<file path="src/rtl/truncate_sequencer.sv">
`default_nettype none
// ---- truncate_sequencer: frame/phase sequencer for the truncation datapath -- rev 1.0 ----

module truncate_sequencer #(
  parameter int MXPHASE = 8,
  parameter int CNTW    = 16
) (
  input  logic            clock,
  input  logic            global_reset_n,
  input  logic            enable,
  input  logic [3:0]      delay,
  input  logic            resync,
  input  logic            vpfs_any,
  input  logic            cluster_valid,
  output logic            latch_en,
  output logic [3:0]      phase,
  output logic [1:0]      state,
  output logic [4:0]      cluster_count,
  output logic            overflow,
  output logic [CNTW-1:0] overflow_cnt,
  output logic [CNTW-1:0] frame_cnt
);

  localparam logic [1:0]      ST_IDLE    = 2'd0;
  localparam logic [1:0]      ST_DELAY   = 2'd1;
  localparam logic [1:0]      ST_RUN     = 2'd2;
  localparam logic [3:0]      LAST_PHASE = 4'(MXPHASE - 1);
  localparam logic [4:0]      CLUST_MAX  = 5'd31;
  localparam logic [CNTW-1:0] OVF_MAX    = '1;
  localparam logic [CNTW-1:0] CNT_ONE    = CNTW'(1);

  logic [1:0]      state_next;
  logic [3:0]      dcnt;
  logic [3:0]      dcnt_next;
  logic [3:0]      phase_next;
  logic            latch_en_next;
  logic [4:0]      cnt;
  logic [4:0]      cnt_next;
  logic [4:0]      cluster_count_next;
  logic            overflow_next;
  logic [CNTW-1:0] overflow_cnt_next;
  logic [CNTW-1:0] frame_cnt_next;
  logic [4:0]      frame_total;
  logic            frame_end;
  logic            partial_end;

  // Running total including this cycle's cluster, saturating at 31.
  assign frame_total = (cluster_valid && (cnt != CLUST_MAX)) ? cnt + 5'd1 : cnt;
  assign frame_end   = (state == ST_RUN) && enable && (phase == LAST_PHASE);
  // A resync landing on the frame end is folded into that frame end.
  assign partial_end = (state == ST_RUN) && enable && resync && !frame_end;

  // State register
  always_ff @(posedge clock or negedge global_reset_n) begin
    if (!global_reset_n) begin
      state <= ST_IDLE;
    end else begin
      state <= state_next;
    end
  end

  // Next-state logic
  always_comb begin
    state_next = state;
    case (state)
      ST_IDLE: begin
        if (enable) state_next = ST_DELAY;
      end
      ST_DELAY: begin
        if (!enable) begin
          state_next = ST_IDLE;
        end else if (!resync && (dcnt == 4'd0)) begin
          state_next = ST_RUN;
        end
      end
      ST_RUN: begin
        if (!enable) state_next = ST_IDLE;
      end
      default: state_next = ST_IDLE;
    endcase
  end

  // Output / datapath next-value logic
  always_comb begin
    dcnt_next          = dcnt;
    phase_next         = 4'd0;
    latch_en_next      = 1'b0;
    cnt_next           = cnt;
    cluster_count_next = cluster_count;
    overflow_next      = 1'b0;
    overflow_cnt_next  = overflow_cnt;
    frame_cnt_next     = frame_cnt;
    case (state)
      ST_IDLE: begin
        cnt_next = 5'd0;
        if (enable) dcnt_next = delay;
      end
      ST_DELAY: begin
        cnt_next      = 5'd0;
        latch_en_next = (state_next == ST_RUN);
        if (!enable) begin
          dcnt_next = 4'd0;
        end else if (resync) begin
          dcnt_next = delay;
        end else if (dcnt != 4'd0) begin
          dcnt_next = dcnt - 4'd1;
        end
      end
      ST_RUN: begin
        if (!enable) begin
          cnt_next = 5'd0;
        end else if (frame_end || partial_end) begin
          cnt_next           = 5'd0;
          cluster_count_next = frame_total;
          frame_cnt_next     = frame_cnt + CNT_ONE;
          latch_en_next      = 1'b1;
          if (frame_end && vpfs_any) begin
            overflow_next = 1'b1;
            if (overflow_cnt != OVF_MAX) overflow_cnt_next = overflow_cnt + CNT_ONE;
          end
        end else begin
          cnt_next   = frame_total;
          phase_next = phase + 4'd1;
        end
      end
      default: begin
        cnt_next  = 5'd0;
        dcnt_next = 4'd0;
      end
    endcase
  end

  // Registered outputs and internal counters
  always_ff @(posedge clock or negedge global_reset_n) begin
    if (!global_reset_n) begin
      dcnt          <= 4'd0;
      phase         <= 4'd0;
      latch_en      <= 1'b0;
      cnt           <= 5'd0;
      cluster_count <= 5'd0;
      overflow      <= 1'b0;
      overflow_cnt  <= '0;
      frame_cnt     <= '0;
    end else begin
      dcnt          <= dcnt_next;
      phase         <= phase_next;
      latch_en      <= latch_en_next;
      cnt           <= cnt_next;
      cluster_count <= cluster_count_next;
      overflow      <= overflow_next;
      overflow_cnt  <= overflow_cnt_next;
      frame_cnt     <= frame_cnt_next;
    end
  end

endmodule

`default_nettype wire

</file>
<file path="config.mk">
export PLATFORM = sky130hd
export DESIGN_NAME = truncate_sequencer
export DESIGN_NICKNAME = d
export VERILOG_FILES = /design/src/rtl/truncate_sequencer.sv
export SDC_FILE = /design/constraint.sdc
export NUM_CORES = 1
export LEC_CHECK = 0
export CAP_MARGIN = 20
export CORE_MARGIN = 3
export CORE_UTILIZATION = 46
export DETAILED_ROUTE_END_ITERATION = 12
export HOLD_SLACK_MARGIN = 0.08
export PLACE_DENSITY_LB_ADDON = 0.15
export SLEW_MARGIN = 20
export SYNTH_ARGS = -nofsm -noshare
export SYNTH_HDL_FRONTEND = slang
export SYNTH_SLANG_ARGS = --single-unit
export TNS_END_PERCENT = 100
</file>
<file path="constraint.sdc">
create_clock -name clock -period 2.1 [get_ports clock]
set_clock_uncertainty 0.1 [all_clocks]
set_input_delay 0.63 -clock clock [delete_from_list [all_inputs] [get_ports clock]]
set_output_delay 0.63 -clock clock [all_outputs]
set_load 0.02 [all_outputs]
</file>
==> results.md <==
- Outcome: finished, final reports clean
- GR Overflow Total: 0
- Gr usage total: 0.180
- HPWL after DPL: between 4000 and 5000 µm
- RR Endpoint: overflow_cnt[14]$_DFFE_PN0P_
- RSZ-0062 raised after global routing: no
- Worst setup SP type: register
- Number of synthesized register bits: 54
- Leak: 1.96 nW
- Ports: 55
- Tcrit/Tclk final: 0.971
- Nets: 356
- Max-Cap Viols: 0
- Req. time, crit path: 1.37 ns
- Worst EP arrival: 1.31 ns
- Most used DFF post-synth: dfrtp_1
- Final hold viol count: 0
- Vias/cell: 5.26
- Area grow syn2layout: 39.3%
- Total power: 0.00248 W
- Slowest cell on crit path: clkdlybuf4s50_1
- First-pass GRT wire length: 9420 µm
- CP delay by family, top: buffers and inverters
- Element type at the critical path end: output port
- Clock buffer count from CTS: 5
- N_diodes: 0
- Ys Warns: 0
- Placer Congestion: 0.830
- Routed length per instance: 13.5 µm
- Hold Crit Class: in -> async
- TNS Setup: 0 ns
- Syn_nets: 272
- Area of the mapped netlist: 2640 µm²
- Via count: 2139
- Largest net degree at the start of global routing: 55
- Iter 0 DRT Violations: between 50 and 60
- Die Wd: 81.7 µm
- Async SR Flop Fraction: 1.00
- Layout cells sized above 1: 0.175
- Maximum clock rate: 0.490 GHz
- Max_slew headroom: 0.729
- CP Max Fanout: 4
- Clk slew on worst S/H paths: around 0.090 ns
- Clock Tree Root: clkbuf_8
- Slew @ Worst Pin: 0.401 ns
- Number of distinct library cells after synthesis: between 40 and 50
- CTS tree: done
- CTS Sinks: 54
- H-tree depth: 2
- Filler instances: 445
- Remaining antenna violation count: 0
- Worst Path Class, Setup: reg -> out
- PwrDens: 674 nW/µm²
- Reg2reg setup slack: 0.08 ns
- Die height: slightly above 80 µm
- Worst stage delay on the critical path: approximately 0.61 ns
- Critical path, cell by cell: clkdlybuf4s50_1
- Initial antenna violation count: 0
- Vias in the first global route: 2095
- Worst skew pair latency: 0.30 ns
- Final Max Slew Viols: 0
- FF-to-FF Start: state[0]$_DFF_PN0_
- DRC viols: 0
- Post-synth EDFFs: 0
- 1st-pass router iterations: 4
- Endpoints failing setup: 0
- Post-Route WL: 5490 µm
- Die footprint: about 6700 µm²
- Starting Density: 0.494
- IO buf count: 54
- Syn avg cell area: ~10 µm²
- VDD IR max: 0.000426 V
- # rows: 26
- Clock Tree Buf Depth: 2
- Post-Syn Instances: 252
- Min Tclk post-route: 2.04 ns
- Sequential-to-total area share from yosys stat: 0.513
- Core Area: 5340 µm²
- Crit path buf inv count: 1
- Worst Setup SP: phase[0]$_DFF_PN0_
- Cell depth of the worst flop-to-flop path: 6
-- cell usage after synthesis, types with 2 or more instances --
cell / count / area share
and3_1: 4 / 0.0095
nand3_1: 13 / 0.025
inv_1: 10 / 0.014
nand3b_1: 2 / 0.0057
nor3_1: 7 / 0.013
xnor2_1: 19 / 0.063
nand4_1: 12 / 0.028
buf_2: 2 / 0.0038
and2_1: 2 / 0.0047
mux2i_1: 2 / 0.0076
dfrtp_1: 54 / 0.51
a31o_2: 2 / 0.0066
a21oi_1: 10 / 0.019
nor4_1: 2 / 0.0047
xor2_1: 12 / 0.040
nor2_1: 21 / 0.030
o311ai_0: 2 / 0.0066
ha_1: 10 / 0.047
nand2_1: 23 / 0.033
mux2_2: 3 / 0.013
nand2b_1: 2 / 0.0047
clkbuf_1: 2 / 0.0028
a211oi_1: 2 / 0.0057
o21ai_0: 11 / 0.021
and4_1: 2 / 0.0066
nor2b_1: 3 / 0.0071
-- metal layers --
metal | vias up | share of wire | wire length [µm] | GRT usage
li1 | 1060 | - | - | -
met1 | 1028 | 0.47 | 2610 | 0.245
met2 | 43 | 0.47 | 2600 | 0.295
met3 | 8 | 0.040 | 222 | 0.0373
met4 | 0 | 0.011 | 63 | 0.0482
met5 | - | 0 | 0 | 0
-- registers in the layout, indices dropped and copies added (netlist names) --
| register | flops |
|---|---|
| cluster_count | 5 |
| cnt | 5 |
| dcnt | 4 |
| frame_cnt | 16 |
| latch_en | 1 |
| overflow | 1 |
| overflow_cnt | 16 |
| phase | 4 |
| state | 2 |
-- repair_timing --
| action | in CTS | in global routing |
|---|---|---|
| buffers inserted | 0 | 0 |
| pin swaps | 1 | 2 |
| hold buffers | 0 | 0 |
| endpoints found under the setup margin | 20 | 25 |
| resized for setup | 19 | 21 |
-- where the power goes --
part           internal [W]  total, W  switching [W]
sequential          0.00112   0.00119      0.0000734
clock              0.000358  0.000683       0.000325
combinational      0.000276  0.000602       0.000326
-- worst reg2reg max path: stages (launching register included) --
cell and delay, ns:
dfrtp_2 0.42, inv_1 0.13, ha_4 0.16, nand3_2 0.08, or4_4 0.56, nor2_1 0.13, mux2_2 0.33
-- how the worst max path moves through the flow --
| stage | to | cells after the start |
|---|---|---|
| finish | phase[0] | 1 |
| global route | phase[0] | 1 |
| detailed placement | overflow_cnt[12]$_DFFE_PN0P_ | 5 |
| global placement | overflow_cnt[14]$_DFFE_PN0P_ | 5 |
| floorplan | overflow_cnt[12]$_DFFE_PN0P_ | 6 |
| CTS | overflow_cnt[12]$_DFFE_PN0P_ | 5 |
-- per-stage QoR --
stage,hold WS [ns],setup slack (ns),utilization,instance area (µm²),std cells
4_1_cts,0.217,-0.0446,0.676,3610,407
3_3_place_gp,0.355,-0.374,0.656,3500,399
5_1_grt,0.223,0.00416,0.688,3670,407
2_1_floorplan,0.234,-0.00206,-,2670,252
3_5_place_dp,0.360,-0.439,0.656,3500,399
6_report,0.212,0.0609,0.688,3670,407
-- layout make-up --
type                            instances  area, µm²  share of cell area
Sequential cell                        54       1360               0.370
Multi-Input combinational cell        184       1290               0.351
Timing Repair Buffer                   81        790               0.215
Tap cell                               70       87.6              0.0239
Clock buffer                            6       72.6              0.0198
Clock inverter                          2       38.8              0.0106
Inverter                               10       37.5              0.0102
-- cell families (layout without fill, tap and decap cells) --
group,Yosys count,in the layout,synth area share
and+or+nand+nor,100,100,0.197
DFF,54,54,0.513
AOI/OAI and AO/OA,37,37,0.0926
xor gates and xnor gates,31,31,0.103
buffers and inverters,14,99,0.0209
adders and majority gates,10,10,0.0475
muxes,6,6,0.0261
-- cell usage in the layout (no fill, tap or decap), types with 3 or more instances in the layout --
cell / Yosys / final
nand2_1: 23 / 23
a21oi_1: 10 / 10
clkdlybuf4s50_1: 0 / 20
buf_4: 0 / 24
o21ai_0: 11 / 11
and3_1: 4 / 4
dlygate4sd2_1: 0 / 16
xnor2_1: 19 / 19
nand4_1: 12 / 12
dfrtp_1: 54 / 49
clkbuf_8: 0 / 5
dlymetal6s2s_1: 0 / 17
xor2_1: 12 / 12
nand3_1: 13 / 12
nor3_1: 7 / 7
mux2_2: 3 / 3
inv_1: 10 / 10
nor2_1: 21 / 20
ha_1: 10 / 8
nor2b_1: 3 / 3
dfrtp_2: 0 / 5
Power figures use the tool's default switching activity.
